## src/rtl/reg_dump_serializer.sv

```systemverilog
// Register-file dump engine: reads registers 0..NUM_REGS-1 through a combinational
// read port and shifts each word out MSB-first on a framed serial line.
module reg_dump_serializer #(
    parameter int unsigned DATA_W   = 16,
    parameter int unsigned NUM_REGS = 8,
    parameter int unsigned ADDR_W   = 3,
    parameter int unsigned CLK_DIV  = 4
) (
    input  logic              clk,
    input  logic              clr_n,
    input  logic              start,
    input  logic              abort,
    output logic [ADDR_W-1:0] rd_addr,
    input  logic [DATA_W-1:0] rd_data,
    output logic              sdo,
    output logic              sdo_valid,
    output logic              bit_strobe,
    output logic              busy,
    output logic              done
);

    localparam int unsigned DIV_W = (CLK_DIV > 1) ? $clog2(CLK_DIV) : 1;
    localparam int unsigned BIT_W = (DATA_W > 1) ? $clog2(DATA_W) : 1;
    localparam logic [DIV_W-1:0]  DIV_LAST  = DIV_W'(CLK_DIV - 1);
    localparam logic [BIT_W-1:0]  BIT_LAST  = BIT_W'(DATA_W - 1);
    localparam logic [ADDR_W-1:0] ADDR_LAST = ADDR_W'(NUM_REGS - 1);

    typedef enum logic [2:0] {
        S_IDLE  = 3'd0,
        S_FETCH = 3'd1,
        S_SHIFT = 3'd2,
        S_GAP   = 3'd3,
        S_DONE  = 3'd4
    } state_t;

    state_t            state, state_nxt;
    logic [DIV_W-1:0]  div_cnt, div_nxt;
    logic [BIT_W-1:0]  bit_cnt, bit_nxt;
    logic [DATA_W-1:0] shreg, shreg_nxt;
    logic [ADDR_W-1:0] addr_nxt;
    logic              sdo_nxt, sdo_valid_nxt, bit_strobe_nxt, busy_nxt, done_nxt;

    // State, datapath and output registers
    always_ff @(posedge clk or negedge clr_n) begin
        if (!clr_n) begin
            state      <= S_IDLE;
            div_cnt    <= '0;
            bit_cnt    <= '0;
            shreg      <= '0;
            rd_addr    <= '0;
            sdo        <= 1'b1;
            sdo_valid  <= 1'b0;
            bit_strobe <= 1'b0;
            busy       <= 1'b0;
            done       <= 1'b0;
        end else begin
            state      <= state_nxt;
            div_cnt    <= div_nxt;
            bit_cnt    <= bit_nxt;
            shreg      <= shreg_nxt;
            rd_addr    <= addr_nxt;
            sdo        <= sdo_nxt;
            sdo_valid  <= sdo_valid_nxt;
            bit_strobe <= bit_strobe_nxt;
            busy       <= busy_nxt;
            done       <= done_nxt;
        end
    end

    // Next-state and datapath sequencing
    always_comb begin
        state_nxt = state;
        div_nxt   = div_cnt;
        bit_nxt   = bit_cnt;
        shreg_nxt = shreg;
        addr_nxt  = rd_addr;

        if (state != S_IDLE && abort) begin
            state_nxt = S_IDLE;
            div_nxt   = '0;
            bit_nxt   = '0;
            shreg_nxt = '0;
            addr_nxt  = '0;
        end else begin
            unique case (state)
                S_IDLE: begin
                    if (start && !abort) begin
                        state_nxt = S_FETCH;
                        addr_nxt  = '0;
                        div_nxt   = '0;
                        bit_nxt   = '0;
                    end
                end
                S_FETCH: begin
                    shreg_nxt = rd_data;
                    state_nxt = S_SHIFT;
                    div_nxt   = '0;
                    bit_nxt   = '0;
                end
                S_SHIFT: begin
                    if (div_cnt == DIV_LAST) begin
                        div_nxt   = '0;
                        shreg_nxt = shreg << 1;
                        if (bit_cnt == BIT_LAST) begin
                            bit_nxt   = '0;
                            state_nxt = S_GAP;
                        end else begin
                            bit_nxt = bit_cnt + BIT_W'(1);
                        end
                    end else begin
                        div_nxt = div_cnt + DIV_W'(1);
                    end
                end
                S_GAP: begin
                    if (div_cnt == DIV_LAST) begin
                        div_nxt = '0;
                        if (rd_addr == ADDR_LAST) begin
                            state_nxt = S_DONE;
                        end else begin
                            addr_nxt  = rd_addr + ADDR_W'(1);
                            state_nxt = S_FETCH;
                        end
                    end else begin
                        div_nxt = div_cnt + DIV_W'(1);
                    end
                end
                S_DONE: begin
                    state_nxt = S_IDLE;
                    addr_nxt  = '0;
                    div_nxt   = '0;
                    bit_nxt   = '0;
                end
                default: begin
                    state_nxt = S_IDLE;
                    addr_nxt  = '0;
                    div_nxt   = '0;
                    bit_nxt   = '0;
                end
            endcase
        end
    end

    // Outputs are decoded from the upcoming state so they register in step with it
    always_comb begin
        busy_nxt       = (state_nxt != S_IDLE);
        done_nxt       = (state_nxt == S_DONE);
        sdo_valid_nxt  = (state_nxt == S_SHIFT);
        sdo_nxt        = sdo_valid_nxt ? shreg_nxt[DATA_W-1] : 1'b1;
        bit_strobe_nxt = sdo_valid_nxt && (div_nxt == DIV_LAST);
    end

endmodule

```

## config.mk

```make
export PLATFORM = sky130hd
export DESIGN_NAME = reg_dump_serializer
export DESIGN_NICKNAME = d
export VERILOG_FILES = /design/src/rtl/reg_dump_serializer.sv
export SDC_FILE = /design/constraint.sdc
export NUM_CORES = 1
export LEC_CHECK = 0
export BUFFER_PORTS_ARGS = -buffer_cell sky130_fd_sc_hd__buf_2
export CORE_MARGIN = 10
export CORE_UTILIZATION = 50
export DETAILED_ROUTE_END_ITERATION = 7
export GPL_ROUTABILITY_DRIVEN = 0
export PLACE_DENSITY = 0.79
export SLEW_MARGIN = 10
export SYNTH_ARGS = -nofsm -noshare
export SYNTH_HDL_FRONTEND = slang
export SYNTH_SLANG_ARGS = --single-unit
```

## constraint.sdc

```tcl
create_clock -name clk -period 3.15 [get_ports clk]
set_clock_uncertainty 0.2 [all_clocks]
set_input_delay 0.4725 -clock clk [delete_from_list [all_inputs] [get_ports clk]]
set_output_delay 0.4725 -clock clk [all_outputs]
set_load 0.03 [all_outputs]
```

==> run metrics <==
cell row count=21; Clock Tree Root=clkbuf_4; grt total ovfl=0; Die Height=78.6 um; failing checks=negative hold slack; DRC Markers=0; Clock Sinks=33; Antenna Nets Post-Route=0; per-cell routed wire length=16.8 um; CP required=3.22 ns; critical path peak fanout=15; Worst Reg-to-Reg Cells=5; drt pass-1 iters=4; first-pass GRT wire length=6.41 mm; Post-Syn Area=0.00171 sq mm; vias per cell=6.12; r2r startpoint=div_cnt[0]; layout cells sized above 1=0.271; CP top delay family=compound AO/OA/AOI/OAI gates; Num CTS Buffers=5; Ports=28; Reg area=827 sq um; GR Util All Layers=0.125; # diodes=0; Pwr Density=472 mW/mm^2; Crit. End Element=flip-flop; cts hold-fix bufs=0; final setup fails=0; Netlist cell types=44; area of the multi-input gates=808 sq um; # H-tree levels=2; Nets=204; via count=1390; Fin. Hold Viols=31; most instantiated cells after synthesis=dfrtp_1, a22oi_1, o2bb2ai_2; HP Class=in -> async; post-synthesis sequential area ratio=0.482; Tmin final=2.31 ns; Synth Warn #=0; Post-Syn Nets=178; Max Freq=0.433 GHz; crit path DAT=2.38 ns; Crit path largest cell delay=0.62 ns; Syn-to-layout area delta=12.3%; TritonCTS clock tree=built; Synth top area share=0.467; buffers added on ports=27; worst-margin pin slew=0.717 ns; ys async rst share=1.00; final count of pins violating max slew=0; Cell Chain, Critical Path=ha_1 -> and4bb_1 -> a32oi_1 -> a221oi_1 -> a41o_1; final hold slack=-0.0148 ns; Leakage=0.000866 uW; max-cap violations=0; Die X=78.6 um; die footprint=0.00617 sq mm; Worst setup SP type=flip-flop; Critical Path Stages=5; Starting Density=0.514; CP Launch Point=div_cnt[0]; outcome=finished, violations left; #FFs+latches synth=33; WL final=3.82 mm; CP max stage cell=and4bb_1; WS Path Type=reg -> reg; vias in the first global route=1390; fin crit share=0.734; setup total negative slack=0 ns; post-cts sizing count=0; antenna violations before repair=0; Clock Latency Late Sink=0.34 ns; Reg clk slew, reported paths=0.10 ns; top cells by area, synth=dfrtp_1, o2bb2ai_2, a22oi_1; fillers=295; Worst slew margin=0.522; RSZ-0062 raised after global routing=false; core region area=0.00334 sq mm; setup bufs post-CTS=0; Post-synth EDFFs=0; most numerous cell in the Yosys netlist=dfrtp_1; worst ir drop on vdd=0.396 mV; area leader, netlist=dfrtp_1; First DRT Iteration DRCs=84; main flop type after synthesis=dfrtp_1; Syn Area/Cell=11.1 sq um; largest net degree at the start of global routing=34; HPWL Detailed=2.65 mm; Synth Instances=154; WP buf/inv=0; CTS Buffer Depth=2
[cell type report]
class                      count  share of cell area
tap                           46              0.0299
sequential                    33               0.430
timing repair buffer          28              0.0741
inverter                       8              0.0156
multi-input combinational    104               0.420
clock buffer                   8              0.0306
[worst register-to-register path: stages, from the launching register on]
cell	delay [ns]
dfrtp_1	0.39
ha_1	0.34
and4bb_1	0.62
a32oi_1	0.17
a221oi_1	0.37
a41o_1	0.17
[placed cells by master, fill, tap and decap left out, drive strengths merged, types with 2 or more instances in the layout]
| cell type | synthesis | layout |
|---|---|---|
| nand2 | 8 | 8 |
| nand3 | 4 | 4 |
| a32oi | 3 | 3 |
| clkbuf | 2 | 8 |
| dfrtp | 32 | 32 |
| mux2i | 3 | 3 |
| a21oi | 7 | 7 |
| a32o | 2 | 2 |
| mux2 | 2 | 2 |
| buf | 7 | 28 |
| nor2 | 8 | 8 |
| nand2b | 3 | 3 |
| ha | 4 | 4 |
| and3b | 2 | 2 |
| o21ai | 6 | 6 |
| nor3 | 2 | 2 |
| a22oi | 14 | 14 |
| o32ai | 2 | 2 |
| and3 | 4 | 4 |
| o2bb2ai | 14 | 14 |
| inv | 7 | 7 |
[per-stage QoR]
stage               utilization  setup slack (ns)  cell area (sq um)  std cells  total power, uW
floorplan                     -              1.12               1710        154              615
global placement          0.559              1.03               1870        219              658
detailed placement        0.559             0.925               1870        219              667
CTS                       0.577             0.858               1920        227              911
global route              0.577             0.712               1920        227              955
finish                    0.577             0.839               1920        227              908
[metal layers]
metal | global-route usage | part of all wire | vias to the layer above
met3 | 0.0444 | 0.067 | 9
met1 | 0.144 | 0.43 | 700
met5 | 0 | 0 | -
met4 | 0.0448 | 0.015 | 0
met2 | 0.208 | 0.49 | 37
li1 | - | - | 644
[registers in the layout, summed over array words and instances, names as in the netlist, 2 cells and up]
signal and count:
state 3, bit_cnt 4, shreg 16, div_cnt 2, rd_addr 3
[power breakdown]
group | switching (uW) | leakage (uW) | internal, uW
sequential | 29.0 | 0.000451 | 456
clock | 138 | 0.0000326 | 110
combinational | 106 | 0.000383 | 69.9
[logic make-up after synthesis]
kind of cell | after synthesis | synth area share
AO/OA/AOI/OAI | 55 | 0.279
adder cells (fa/ha/maj) | 4 | 0.0292
buffers and inverters | 17 | 0.0460
flip-flops | 33 | 0.482
multiplexers | 5 | 0.0328
AND/OR/NAND/NOR | 40 | 0.131
[worst paths after layout]
path / end / slack, ns
max: busy / 0.84
min: rd_addr[0] / -0.01
max reg2reg: busy / 0.84
min reg2reg: shreg[0] / 0.30
max in group asynchronous: bit_cnt[2] / 2.30
min in group clk: shreg[0] / 0.20
Power figures use the tool's default switching activity.
